### src/rtl/syn_cnt_pkg.sv
// rtl/syn_cnt_pkg.sv - shared constants for the JK up/down counter family
//
// Purpose: direction encodings and the J/K pair encodings used by the counter
//          next-state decode and by the jk_cell storage element.
// Contents:
//   CNT_UP / CNT_DOWN          value of the up input for each direction
//   JK_HOLD/JK_CLR/JK_SET/JK_TGL  {j,k} pairs: hold, clear, set, toggle
package syn_cnt_pkg;

    localparam logic CNT_UP   = 1'b1;
    localparam logic CNT_DOWN = 1'b0;

    localparam logic [1:0] JK_HOLD = 2'b00;
    localparam logic [1:0] JK_CLR  = 2'b01;
    localparam logic [1:0] JK_SET  = 2'b10;
    localparam logic [1:0] JK_TGL  = 2'b11;

endpackage

### src/rtl/syn_updown_jk_counter_if.sv
// rtl/syn_updown_jk_counter_if.sv - control/status bundle of the JK up/down counter
//
// Purpose: groups the counter control inputs and status outputs.
// Signals:
//   en     count enable (one step per cycle)
//   up     direction, 1 = up, 0 = down
//   load   parallel load strobe
//   din    parallel load value [WIDTH-1:0]
//   count  registered count [WIDTH-1:0]
//   tc     combinational terminal count / cascade carry
//   wrap   registered one-cycle pulse after a wrap-around
// Modports: master drives controls, slave is the counter itself.
interface syn_updown_jk_counter_if #(
    parameter int WIDTH = 4
);

    logic             en;
    logic             up;
    logic             load;
    logic [WIDTH-1:0] din;
    logic [WIDTH-1:0] count;
    logic             tc;
    logic             wrap;

    modport master (
        output en, up, load, din,
        input  count, tc, wrap
    );

    modport slave (
        input  en, up, load, din,
        output count, tc, wrap
    );

endinterface

### src/rtl/jk_cell.sv
// rtl/jk_cell.sv - one-bit JK storage cell with synchronous active-low reset
//
// Purpose: single counter bit; {j,k} = 00 hold, 01 clear, 10 set, 11 toggle.
// Ports:
//   clk  rising-edge clock
//   rst  synchronous active-low reset, q resets to 0
//   j,k  JK control pair
//   q    cell output
//   qb   inverted cell output
module jk_cell
    import syn_cnt_pkg::*;
(
    input  logic clk,
    input  logic rst,
    input  logic j,
    input  logic k,
    output logic q,
    output logic qb
);

    logic q_q;

    always_ff @(posedge clk) begin
        if (!rst) begin
            q_q <= 1'b0;
        end else begin
            case ({j, k})
                JK_SET:  q_q <= 1'b1;
                JK_CLR:  q_q <= 1'b0;
                JK_TGL:  q_q <= ~q_q;
                default: q_q <= q_q;
            endcase
        end
    end

    assign q  = q_q;
    assign qb = ~q_q;

endmodule

### src/rtl/syn_updown_jk_counter.sv
// rtl/syn_updown_jk_counter.sv - modulo-N synchronous up/down counter of JK cells
//
// Purpose: WIDTH-bit modulo-MODULUS counter with enable, direction, parallel
//          load (clamped to MODULUS-1), cascade terminal count and wrap pulse.
// Parameters: WIDTH (2..16), MODULUS (2..2**WIDTH)
// Ports:
//   clk  rising-edge clock
//   rst  synchronous active-low reset
//   bus  slave side of syn_updown_jk_counter_if (en/up/load/din in,
//        count/tc/wrap out)
module syn_updown_jk_counter
    import syn_cnt_pkg::*;
#(
    parameter int WIDTH   = 4,
    parameter int MODULUS = 2 ** WIDTH
) (
    input  logic                   clk,
    input  logic                   rst,
    syn_updown_jk_counter_if.slave bus
);

    localparam logic [WIDTH-1:0] MAX_C = WIDTH'(MODULUS - 1);
    localparam logic [WIDTH:0]   MOD_W = (WIDTH + 1)'(MODULUS);

    logic [WIDTH-1:0] count_q;
    logic [WIDTH-1:0] count_b;
    logic [WIDTH-1:0] j_d;
    logic [WIDTH-1:0] k_d;
    logic [WIDTH-1:0] t_up;
    logic [WIDTH-1:0] t_dn;
    logic [WIDTH-1:0] load_val;
    logic [WIDTH-1:0] wrap_val;
    logic             at_max;
    logic             at_zero;
    logic             tc;
    logic             wrap_q;

    assign at_max  = (count_q == MAX_C);
    assign at_zero = &count_b;

    // tc marks the exact cycle whose edge will wrap; it doubles as the
    // ripple enable for the next cascaded stage.
    assign tc = bus.en & (((bus.up == CNT_UP) & at_max) |
                          ((bus.up == CNT_DOWN) & at_zero));

    // Compare one bit wider so the clamp is well-formed when MODULUS = 2**WIDTH.
    assign load_val = ({1'b0, bus.din} >= MOD_W) ? MAX_C : bus.din;
    assign wrap_val = (bus.up == CNT_UP) ? '0 : MAX_C;

    always_comb begin
        t_up    = '0;
        t_dn    = '0;
        j_d     = '0;
        k_d     = '0;
        t_up[0] = 1'b1;
        t_dn[0] = 1'b1;
        // Bit i toggles when all lower bits are 1 (up) or all are 0 (down).
        for (int i = 1; i < WIDTH; i++) begin
            t_up[i] = t_up[i-1] & count_q[i-1];
            t_dn[i] = t_dn[i-1] & count_b[i-1];
        end
        if (bus.load) begin
            j_d = load_val;
            k_d = ~load_val;
        end else if (tc) begin
            // Modulo wrap forces the target value with set/clear encoding.
            j_d = wrap_val;
            k_d = ~wrap_val;
        end else if (bus.en) begin
            j_d = (bus.up == CNT_UP) ? t_up : t_dn;
            k_d = (bus.up == CNT_UP) ? t_up : t_dn;
        end
    end

    for (genvar g = 0; g < WIDTH; g++) begin : g_cell
        jk_cell u_cell (
            .clk (clk),
            .rst (rst),
            .j   (j_d[g]),
            .k   (k_d[g]),
            .q   (count_q[g]),
            .qb  (count_b[g])
        );
    end

    always_ff @(posedge clk) begin
        if (!rst) begin
            wrap_q <= 1'b0;
        end else if (bus.load) begin
            wrap_q <= 1'b0;
        end else begin
            wrap_q <= tc;
        end
    end

    assign bus.count = count_q;
    assign bus.tc    = tc;
    assign bus.wrap  = wrap_q;

endmodule

### src/flat_wrapper.sv
// flat-port wrapper written by rule: the top's interface ports become plain ports
module syn_updown_jk_counter_flat import syn_cnt_pkg::*;
#(
    parameter int WIDTH   = 4,
    parameter int MODULUS = 2 ** WIDTH
)
  (clk, rst, bus_en, bus_up, bus_load, bus_din, bus_count, bus_tc, bus_wrap);
  syn_updown_jk_counter_if #(.WIDTH(WIDTH)) bus_i ();
  input  logic clk;
  input  logic rst;
  input wire logic [$bits(bus_i.en)-1:0] bus_en;
  input wire logic [$bits(bus_i.up)-1:0] bus_up;
  input wire logic [$bits(bus_i.load)-1:0] bus_load;
  input wire logic [$bits(bus_i.din)-1:0] bus_din;
  output wire logic [$bits(bus_i.count)-1:0] bus_count;
  output wire logic [$bits(bus_i.tc)-1:0] bus_tc;
  output wire logic [$bits(bus_i.wrap)-1:0] bus_wrap;
  assign bus_i.en = bus_en;
  assign bus_i.up = bus_up;
  assign bus_i.load = bus_load;
  assign bus_i.din = bus_din;
  assign bus_count = bus_i.count;
  assign bus_tc = bus_i.tc;
  assign bus_wrap = bus_i.wrap;
  syn_updown_jk_counter #(.WIDTH(WIDTH), .MODULUS(MODULUS)) u_core (.clk(clk), .rst(rst), .bus(bus_i));
endmodule
### config.mk
export PLATFORM = sky130hd
export DESIGN_NAME = syn_updown_jk_counter_flat
export DESIGN_NICKNAME = d
export VERILOG_FILES = /design/src/rtl/syn_cnt_pkg.sv /design/src/rtl/syn_updown_jk_counter_if.sv /design/src/rtl/jk_cell.sv /design/src/rtl/syn_updown_jk_counter.sv /design/src/flat_wrapper.sv
export SDC_FILE = /design/constraint.sdc
export NUM_CORES = 1
export LEC_CHECK = 0
export ABC_AREA = 0
export BUFFER_PORTS_ARGS = -buffer_cell sky130_fd_sc_hd__buf_2
export CELL_PAD_IN_SITES_DETAIL_PLACEMENT = 0
export CELL_PAD_IN_SITES_GLOBAL_PLACEMENT = 1
export CORE_AREA = 2 2 41 43
export CTS_CLUSTER_DIAMETER = 50
export DETAILED_ROUTE_END_ITERATION = 10
export DIE_AREA = 0 0 43 45
export PLACE_DENSITY_LB_ADDON = 0.1
export SYNTH_ARGS = -nofsm -noshare
export SYNTH_HDL_FRONTEND = slang
export SYNTH_SLANG_ARGS = --single-unit
### constraint.sdc
create_clock -name clk -period 1.3 [get_ports clk]
set_input_delay 0 -clock clk [delete_from_list [all_inputs] [get_ports clk]]
set_output_delay 0 -clock clk [all_outputs]
set_load 0.02 [all_outputs]
# Yosys cells after proc, flatten, opt, wreduce, memory -nomap -nowiden
# Index checks and enable logic that the tools add are counted.
# word_totals
mem_count	0
latchBits	0
ff_bits	5
inputBits	9
romBits	0
mem_bits_rw	0
# classes
mux	11
reduce_logical	6
n_bitwise	16
order_cmp	0
n_div	0
shifts	0
mul	0
addsub	0
eq_ne	13
# ops
operator	count
$mux W4	7
$eq A2 B2 Y1 const B	8
$pmux W1 S3	4
$reduce_bool A3 Y1	4
$eq A2 B1 Y1 const B	4
$not A4 Y4	2
$and A1 B1 Y1	7
$not A1 Y1	6
$eq A4 B4 Y1 const B	1
$reduce_and A4 Y1	1
$reduce_or A2 Y1	1
$or A1 B1 Y1	1

# Depth between registers and ports, before layout
# depth
ltp_word	9
depth_mapped	4

# Hierarchy
# From an unflattened synthesis, not the netlist that was laid out.
# hier_totals
hier_cells	56
hier_area_um2	441.7
# modules_own_cells
module	cells_per_inst	seq_area_each_um2	instances	area_each_um2
syn_updown_jk_counter	40	20.0	1	291.5
jk_cell	4	20.0	4	37.5

# Least setup slack after synthesis
# Ideal clock, no wire load.
# synth_timing
path_kind	reg-to-reg
from	register u_core.g_cell[0].u_cell.q_q
to	register u_core.g_cell[2].u_cell.q_q
stages_incl_launch_ff	4
path_buffers	0
setup_ps	74
path_slack_ps	28
required_ps	1226
arrival_time_ps	1198
period_less_slack_ps	1272
cell_sequence	dfxtp_1 > or4b_1 > a21o_1 > a31oi_1
# synth_between
elab_chain_cells	9
word_cells_on_any_way	20
# synth_rtl
item	line	source
from (decl)	jk_cell.sv:21	logic q_q;
from (signal assigned)	jk_cell.sv:30	JK_TGL: q_q <= ~q_q;
from (signal assigned)	jk_cell.sv:31	default: q_q <= q_q;
$not A1 Y1	jk_cell.sv:37	assign qb = ~q_q;
$reduce_and A4 Y1	syn_updown_jk_counter.sv:39	assign at_zero = &count_b;
$and A1 B1 Y1	syn_updown_jk_counter.sv:44	((bus.up == CNT_DOWN) & at_zero));
$or A1 B1 Y1	syn_updown_jk_counter.sv:43	assign tc = bus.en & (((bus.up == CNT_UP) & at_max) |
$and A1 B1 Y1	syn_updown_jk_counter.sv:43	
$mux W4	syn_updown_jk_counter.sv:65	end else if (tc) begin
$mux W4	syn_updown_jk_counter.sv:62	if (bus.load) begin
$eq A2 B2 Y1 / $eq A2 B1 Y1 (equally long branches)	jk_cell.sv:27	case ({j, k})
$pmux W1 S3 / $reduce_bool A3 Y1 (equally long branches)	n/a	
to (signal assigned)	jk_cell.sv:30	
to (signal assigned)	jk_cell.sv:31	
to (decl)	jk_cell.sv:21	
# Parallel ways exist; a longest one is shown, timed or not.
# A chain may end at the register's enable or synchronous reset.

# Worst setup path after layout
# layout_timing
from	register u_core.g_cell[0].u_cell.q_q
to	output port bus_tc
# layout_between
elab_chain_cells	5
word_cells_on_any_way	7
# layout_rtl
item	line	source
$not A1 Y1	jk_cell.sv:37	
$reduce_and A4 Y1	syn_updown_jk_counter.sv:39	
$and A1 B1 Y1	syn_updown_jk_counter.sv:44	
$or A1 B1 Y1 *	syn_updown_jk_counter.sv:43	
$and A1 B1 Y1 *	syn_updown_jk_counter.sv:43	
to (decl)	flat_wrapper.sv:16	output wire logic [$bits(bus_i.tc)-1:0] bus_tc;
# Every way passes the cells marked *; elsewhere a longest branch is shown, timed or not.

==> metrics.yaml <==
coreArea_um2: 1470
hold_depth: 3
cts-buffers-inserted: 3
cp_max_fo: 2
rrSetupSlack_ns: -0.10
critPathKind: "flip-flop to primary output"
overflow: 0
min_period_ns: 1.51
swShare: 0.294
fmax_mhz: 664
grt_pass1_wl_mm: 1.58
yosys_most_used_dff: "dfxtp_1"
ir_drop_uv: 337
internal_power_mw: 0.358
grtUsageMet3: 0.0400
drv_cap: 0
grt_max_degree: 11
arrival_ns: 1.51
syn-instance-count: 42
synthDominantCellAreaShare: 0.282
hold-worst-slack_ns: 0.0495
cts_sinks: 5
fillers: 165
yosys_warnings: 0
cts_tree: "built"
pwr-share-seq: 0.346
avgSynthCellArea_um2: 8.46
yosys.cell_types.count: 22
worst_r2r_endpoint: "u_core.g_cell[2].u_cell.q"
power.density_nw_per_um2: 1000
vias: 368
synth_edf_count: 0
ctsLongestPathBuffers: 2
antenna_found_initial: 0
insertion_delay_ns: 0.25
floorplan.initialDensity: 0.241
grt_most_used_layer: "met2"
seq_area_um2: 104
drtAntennaViolNets: 0
setup_tns_ns: -0.321
syn_area_um2: 355
hold_viol_final: 0
critPathLaunchType: "flip-flop"
p_switching_mw: 0.149
min_period_over_period: 1.16
startpoint: "u_core.g_cell[0].u_cell.q"
finalMaxSlewViolations: 0
rr_startpoint: "u_core.g_cell[0].u_cell.q"
violations: "negative setup slack"
grt.total_usage: 0.115
worst_pin_slew_ns: 0.224
clock_skew_ns: 0.00633
vias_per_cell: 4.72
fin_util: 0.344
rows: 14
dpl.cell_count: 68
ff2ff_path_depth: 4
cp-end-kind: "primary output"
cts_root_buf: "clkbuf_4"
met1_usage: 0.127
io-pin-count: 15
postSynthNetCount: 51
rsz0062_at_grt: "yes"
dieHeight_um: 45
dieArea_um2: 1940
power_frac_clock: 0.375
holdPathEnd: "u_core.g_cell[2].u_cell.q"
synth.top_cells.by_count: "buf_4, dfxtp_1, nand4_1"
outcome: "complete, but fails checks"
slew_headroom: 0.849
area_growth_syn_to_layout_pct: 42.3
drive_above_1_share: 0.452
ys_seq_area_frac: 0.282
ys_ff_latch: 5
route.detailed.drc: 0
die_w_um: 43
comb_power_share: 0.279
grt_pass1_vias: 362
synth.most_common_cell: "buf_4"
wl_per_cell_um: 11.3
multi_input_area_um2: 203
layout_setup_ws_ns: -0.206
p_leak_nw: 0.230
min_from: "bus_din[2]"
io_buffers: 14
setup_viol: 3
drt_wl_total_um: 880
synth.area.top_cells: "dfxtp_1, buf_4, nand4_1"
crit_required_ns: 1.30
use_met2: 0.182
antennaDiodeCount: 0
htreeDepth: 1
fin_nets: 72
synth_top_area_cell: "dfxtp_1"
drtPass1Iterations: 2
hp-class: "primary input to flip-flop"
async_flop_share: 0
fin_area_um2: 505
gp_congestion: 0.686
place_area_um2: 419
fin_cells: 78
clk_pin_slew_ns: 0.05
drtIter0Drc: 2
[power by group through the flow]
stage          logic, mW  registers [mW]  clock network, mW
2_1_floorplan     0.0854           0.182                  0
3_3_place_gp       0.115           0.179                  0
3_5_place_dp       0.117           0.179                  0
4_1_cts            0.150           0.175              0.204
5_1_grt            0.158           0.177              0.210
6_report           0.142           0.175              0.190
[through the flow]
step	total power, mW	setup WS (ns)
2_1_floorplan	0.267	0.0277
3_3_place_gp	0.294	0.0195
3_5_place_dp	0.296	-0.00298
4_1_cts	0.530	-0.216
5_1_grt	0.544	-0.265
6_report	0.507	-0.206
[layout make-up]
class,count,share of cell area
inverters,1,0.00743
well taps,16,0.0396
multi-input cells,29,0.401
clock buffers,4,0.0520
repair buffers,23,0.295
flip-flops and latches,5,0.205
[cell usage in the layout (no fill, tap or decap)]
master         Yosys  routed
buf_2              0      13
buf_4              6       7
nand4_1            4       4
nand3_1            3       3
clkbuf_4           0       3
dfxtp_2            0       3
and2_1             2       2
xnor2_1            2       2
nand3b_1           2       2
a21o_1             2       2
a31oi_1            2       2
o21ai_0            2       2
dlygate4sd3_1      0       2
dfxtp_1            5       2
or4_4              1       1
mux2i_1            1       1
nor2_1             1       1
nand4bb_1          1       1
a21oi_1            1       1
nor2b_1            1       1
nor4bb_1           1       1
nand2_1            1       1
inv_1              1       1
and4_1             1       1
or4b_1             1       1
clkbuf_1           1       1
buf_6              0       1
[metal layers]
| layer | wire length (um) | share of wire |
|---|---|---|
| met5 | 0 | 0 |
| met4 | 0 | 0 |
| met3 | 56 | 0.064 |
| met2 | 433 | 0.49 |
| met1 | 390 | 0.44 |
[sequential cells by signal (all words and copies together) (netlist names)]
signal	flops
u_core.bus.wrap	1
u_core.g_cell.u_cell.q	4
[how the worst max path moves through the flow]
stage	slack, ns	to
after global placement	0.02	bus_tc
after detailed placement	-0.003	bus_tc
after floorplan	0.03	u_core.g_cell[2].u_cell.q
after CTS	-0.22	bus_tc
final	-0.21	bus_tc
after global routing	-0.26	bus_tc
[cells by family (layout without fill, tap and decap cells)]
| logic type | Yosys count | after routing | share of synthesized area |
|---|---|---|---|
| simple gates | 19 | 19 | 0.373 |
| compound gates | 7 | 7 | 0.120 |
| buf+inv | 8 | 28 | 0.148 |
| mux | 1 | 1 | 0.0282 |
| xor+xnor | 2 | 2 | 0.0493 |
| flops | 5 | 5 | 0.282 |
[what timing repair did]
| item | in CTS | in global routing |
|---|---|---|
| endpoints found under the setup margin | 1 | 4 |
| endpoints found under the hold margin | 2 | 0 |
| gates cloned | 0 | 0 |
| resized for setup | 6 | 0 |
| setup buffers | 5 | 1 |
| pin swaps | 3 | 0 |
| hold buffers | 2 | 0 |
[critical path, stage by stage, from the launching register on]
cell	delay [ns]
dfxtp_2	0.31
or4_4	0.50
mux2i_1	0.17
and2_1	0.16
buf_6	0.12
Power figures use the tool's default switching activity.
